==> config.mk <==
export PLATFORM = sky130hd
export DESIGN_NAME = dff_pipe_delay
export DESIGN_NICKNAME = d
export VERILOG_FILES = /design/src/rtl/dff_pipe_delay.sv
export SDC_FILE = /design/constraint.sdc
export NUM_CORES = 1
export LEC_CHECK = 0
export CELL_PAD_IN_SITES_DETAIL_PLACEMENT = 0
export CELL_PAD_IN_SITES_GLOBAL_PLACEMENT = 1
export CORE_MARGIN = 4
export CORE_UTILIZATION = 40
export CTS_CLUSTER_DIAMETER = 120
export CTS_CLUSTER_SIZE = 28
export DETAILED_ROUTE_END_ITERATION = 8
export GPL_TIMING_DRIVEN = 0
export PLACE_DENSITY = 0.84
export SYNTH_ARGS = -nofsm -noshare
export SYNTH_HDL_FRONTEND = slang
export SYNTH_SLANG_ARGS = --single-unit
export TNS_END_PERCENT = 50
==> constraint.sdc <==
create_clock -name clk -period 4.5 [get_ports clk]
set_input_delay 0.9 -clock clk [delete_from_list [all_inputs] [get_ports clk]]
set_output_delay 0.9 -clock clk [all_outputs]
set_load 0.05 [all_outputs]
==> src/rtl/dff_pipe_delay.sv <==
// rtl/dff_pipe_delay.sv - stallable WIDTH x DEPTH delay line with per-stage valid, tap and occupancy
module dff_pipe_delay #(
   parameter int                WIDTH     = 8,
   parameter int                DEPTH     = 4,
   parameter logic [WIDTH-1:0]  RESET_VAL = {WIDTH{1'b0}},
   localparam int               TW        = (DEPTH > 1) ? $clog2(DEPTH) : 1,
   localparam int               CW        = $clog2(DEPTH + 1)
) (
   input  logic             clk,
   input  logic             reset_n,
   input  logic             en,
   input  logic             sclr,
   input  logic [WIDTH-1:0] d,
   input  logic             d_valid,
   output logic [WIDTH-1:0] q,
   output logic             q_valid,
   input  logic [TW-1:0]    tap_sel,
   output logic [WIDTH-1:0] tap_q,
   output logic             tap_valid,
   output logic [CW-1:0]    fill_cnt
);

   logic [WIDTH-1:0] data_q [DEPTH];
   logic [WIDTH-1:0] data_d [DEPTH];
   logic [DEPTH-1:0] vld_q;
   logic [DEPTH-1:0] vld_d;
   logic [CW-1:0]    fill_q;
   logic [CW-1:0]    fill_d;

   always_comb begin
      data_d = data_q;
      vld_d  = vld_q;
      fill_d = fill_q;
      if (sclr) begin
         for (int i = 0; i < DEPTH; i++) begin
            data_d[i] = RESET_VAL;
         end
         vld_d  = '0;
         fill_d = '0;
      end else if (en) begin
         data_d[0] = d;
         vld_d[0]  = d_valid;
         for (int i = 1; i < DEPTH; i++) begin
            data_d[i] = data_q[i-1];
            vld_d[i]  = vld_q[i-1];
         end
         // Entry and exit cancel; the count tracks popcount(vld) without an adder tree.
         fill_d = fill_q + CW'(d_valid) - CW'(vld_q[DEPTH-1]);
      end
   end

   always_ff @(posedge clk or negedge reset_n) begin
      if (!reset_n) begin
         for (int i = 0; i < DEPTH; i++) begin
            data_q[i] <= RESET_VAL;
         end
         vld_q  <= '0;
         fill_q <= '0;
      end else begin
         data_q <= data_d;
         vld_q  <= vld_d;
         fill_q <= fill_d;
      end
   end

   // Out-of-range selects fall through to the reset value instead of indexing past the array.
   always_comb begin
      tap_q     = RESET_VAL;
      tap_valid = 1'b0;
      for (int i = 0; i < DEPTH; i++) begin
         if (tap_sel == TW'(i)) begin
            tap_q     = data_q[i];
            tap_valid = vld_q[i];
         end
      end
   end

   assign q        = data_q[DEPTH-1];
   assign q_valid  = vld_q[DEPTH-1];
   assign fill_cnt = fill_q;

endmodule
Word-level counts from Yosys, hierarchy flattened
Index checks and enable logic that the tools add are counted.
{"block": "word_totals", "wordCells": 27, "in_bits": 15, "regBits": 39, "out_inout_bits": 21}
{"block": "classes", "n_reduce_logical": 2, "muxes": 14, "addsub": 2, "eq_ne": 3}
{"cell": "32-bit two-way mux", "n": 2}
{"cell": "8-bit two-way mux", "n": 4}
{"cell": "4-bit two-way mux", "n": 2}
{"cell": "3-bit two-way mux", "n": 2}
{"cell": "2-bit == test (second input constant)", "n": 2}
{"cell": "1-bit two-way mux", "n": 4}
{"cell": "3-bit by 1-bit adder with 3-bit output", "n": 1}
{"cell": "3-bit by 1-bit subtractor with 3-bit output", "n": 1}
{"cell": "2-bit by 1-bit == test with 1-bit output (second input constant)", "n": 1}
{"cell": "2-bit zero test", "n": 1}
{"cell": "2-bit nonzero test", "n": 1}

Longest topological paths before layout
{"block": "depth", "depth_word": 5, "ltp_mapped": 9, "mapped_depth_nobuf": 9}

Worst setup path before layout
Ideal clock, no wire load.
{"block": "synth_path", "path_type": "input -> output", "from": "input tap_sel[0]", "to": "output tap_q[0]", "path_stages": 2, "required_time_ns": 3.600, "arrival_time_ns": 1.700, "slack_ns": 1.900, "n_path_buf": 1, "cell_sequence": "buf_6 -> mux4_2"}
{"block": "synth_via", "elab_chain_cells": 5, "word_cells_on_any_way": 8, "cone_classes": "3 x eq/ne; 4 x mux; 1 x reduce/logical"}
{"item": "from (decl)", "line_no": "17", "source": "input logic [TW-1:0] tap_sel,"}
{"item": "2-bit zero test", "line_no": "71", "source": "if (tap_sel == TW'(i)) begin"}
{"item": "8-bit two-way mux (3 in a row)", "line_no": "71"}
{"item": "8-bit two-way mux (*)", "line_no": "71"}
{"item": "to (decl)", "line_no": "18", "source": "output logic [WIDTH-1:0] tap_q,"}
Mark *: on every way between the ends. The rest lies on a longest branch, timed or not.

Final worst setup path
{"block": "layout_path", "from": "input tap_sel[0]", "to": "output tap_q[2]"}
The elaborated chain is that of the path after synthesis.

==> impl_metrics.ini <==
[placement]
dp_hpwl_mm = 2.963
portBuffers = 32
gp_congestion = 0.7443

[drt]
wl_met1_mm = 1.903
routed_wl_mm = 4.271
ant_nets = 0
drt_iter0_drc = 35
wl_per_cell_microns = 17.15
avgViaCountPerCell = 5.181
vias = 1290
highest_layer = met4
route.met2.wl_mm = 2.093
dr_wl_met3_microns = 191
drtPass1Iterations = 4
drc_errors = 0

[layout]
final_cell_mix = nor2_1 (39), dfrtp_1 (39), mux2i_1 (38)
layout-drive-gt1-share = 0.1846
nets = 212
n_antenna_cell = 0
area_growth_pct = 25.02

[timing]
max_clock_freq_mhz = 311.3
whs_ns = 0.5485
relSlewSlack = 0.4250
hold_viol_final = 0
slew_viol_final = 0
fin_worst_skew_ns = 0.006320
tightest_slew_ns = 0.8625
period_minus_slack_ns = 3.212
setup_viol = 0
setup_tns_ns = 0
fin_crit_sh = 0.7139
rsz0062_at_grt = false

[outcome]
status = finished, final reports clean

[pwr]
power_density_nw_per_um2 = 304.7
power_mw = 0.7355
irDropWorstVdd_uv = 165.3
p_leak_nw = 1.196

[die]
io_pins = 36
die_y_microns = 77.48
dieArea_sq_um = 6002
core_sq_um = 4692
rows = 25
start_util = 0.4115
fp.dieW_microns = 77.48

[setup_path]
path_max_fanout = 9
crit_type = input pin to output pin
crit_slowest_cell = clkdlybuf4s50_1
critPathLaunchType = input pin
rr_endpoint = fill_cnt[2]
crit_arrival_ns = 2.31
r2r_start = vld_q[3]
ff2ff_setup_slack_ns = 2.52
worstPathRequired_ns = 3.60
slowest_delay_ns = 0.72
worst_setup_path_end_kind = output pin
crit_chain = buf_6, mux4_2, clkdlybuf4s50_1
reg2regPathDepth = 8

[clock_tree]
cts.sinks = 39
htreeDepth = 2
clkTransAtPathRegs_ns = 0.07
cts_hold_buf = 0
root_buffer = clkbuf_8
insertion_delay_ns = 0.29
cts_buffer_depth = 2
cts_resized = 0
post_cts_buffers = 0
cts_made_buffers = 5
cts_tree = done

[job]
maxCapViolations = 0

[min_path]
holdCritStartpoint = q[5]
whs_path_depth = 2
worst_hold_path_type = flip-flop to flip-flop
min_delay_worst_endpoint = q[5]

[yosys]
synth.distinct_cells = 15
syn_avg_cell_area_sq_um = 12.46
syn-cell-area_sq_um = 1931
yosysSeqAreaShare = 0.5055
syn_nets = 173
ys_warn_count = 0
synth_top_area_share = 0.5055
synth.largest_area_cell = dfrtp_1
synth.area.top_cells = dfrtp_1 (51%), mux2i_1 (20%), mux4_2 (10%), nor2_1 (7.6%), buf_4 (4.7%)
ys_seq_elements = 39
postSynthCellCount = 155

[grt]
grt_pass1_wl_mm = 7.127
grt_max_degree = 40
grt_usage = 0.1541
grt_pass1_vias = 1432
overflow = 0
antenna_found_initial = 0
[cell usage after synthesis]
cell type   n
fa_1        1
mux4_2      9
clkbuf_1    1
ha_1        2
dfrtp_1    39
nor2_1     39
buf_6       2
a31o_2      1
buf_2       4
nand2b_1    1
inv_1       4
buf_4      12
xor2_1      1
mux2i_1    38
a21oi_1     1
[worst max-delay path, delay by kind of cell]
family | cells | cell delay (ns)
buffers and inverters | 2 | 0.88
multiplexers | 1 | 0.52
[per-stage QoR]
step | instances | worst slack [ns] | util | cell area [sq um]
after global routing | 249 | 1.246 | 0.5144 | 2414
after floorplan | 155 | 1.900 | - | 1931
after CTS | 249 | 1.270 | 0.5144 | 2414
after detailed placement | 241 | 1.271 | 0.4931 | 2313
after global placement | 241 | 1.288 | 0.4941 | 2318
final | 249 | 1.288 | 0.5144 | 2414
[report_power, final]
part	internal [mW]	switching [mW]	total (mW)
clock	0.140	0.115	0.255
sequential	0.361	0.00888	0.370
combinational	0.0471	0.0630	0.110
[flip-flops by register name (all words and copies together), names as in the netlist]
signal / flops
data_q: 24
q: 8
vld_q: 4
fill_cnt: 3
[how the worst max path moves through the flow]
stage | slack, ns | end | start | depth (start not counted)
after global routing | 1.25 | tap_q[0] | tap_sel[0] | 3
final | 1.29 | tap_q[2] | tap_sel[0] | 3
after global placement | 1.29 | tap_q[3] | tap_sel[0] | 3
after floorplan | 1.90 | tap_q[0] | tap_sel[0] | 2
after detailed placement | 1.27 | tap_q[3] | tap_sel[0] | 3
after CTS | 1.27 | tap_q[3] | tap_sel[0] | 3
[layer usage]
metal / vias up / global-route usage
met4: 0 / 0.05160
met1: 643 / 0.1948
met3: 11 / 0.04408
met2: 37 / 0.2539
met5: - / 0
li1: 599 / -
[cell type report]
cell class / count / area [sq um]
Buffer: 19 / 136.4
Sequential cell: 39 / 975.9
Inverter: 4 / 15.01
Clock buffer: 8 / 100.1
Fill cell: 429 / 2278
Multi-Input combinational cell: 93 / 803.3
Timing Repair Buffer: 32 / 315.3
Tap cell: 54 / 67.56
[kinds of logic (layout without fill, tap and decap cells)]
logic type / after synthesis / in the layout / synth area share
flip-flops: 39 / 39 / 0.5055
AND/OR/NAND/NOR: 40 / 40 / 0.07907
buffers and inverters: 23 / 63 / 0.07842
XOR/XNOR: 1 / 1 / 0.004537
adder cells (fa/ha/maj): 3 / 3 / 0.02333
multiplexers: 47 / 47 / 0.3020
AO/OA/AOI/OAI: 2 / 2 / 0.007127
Power figures use the tool's default switching activity.
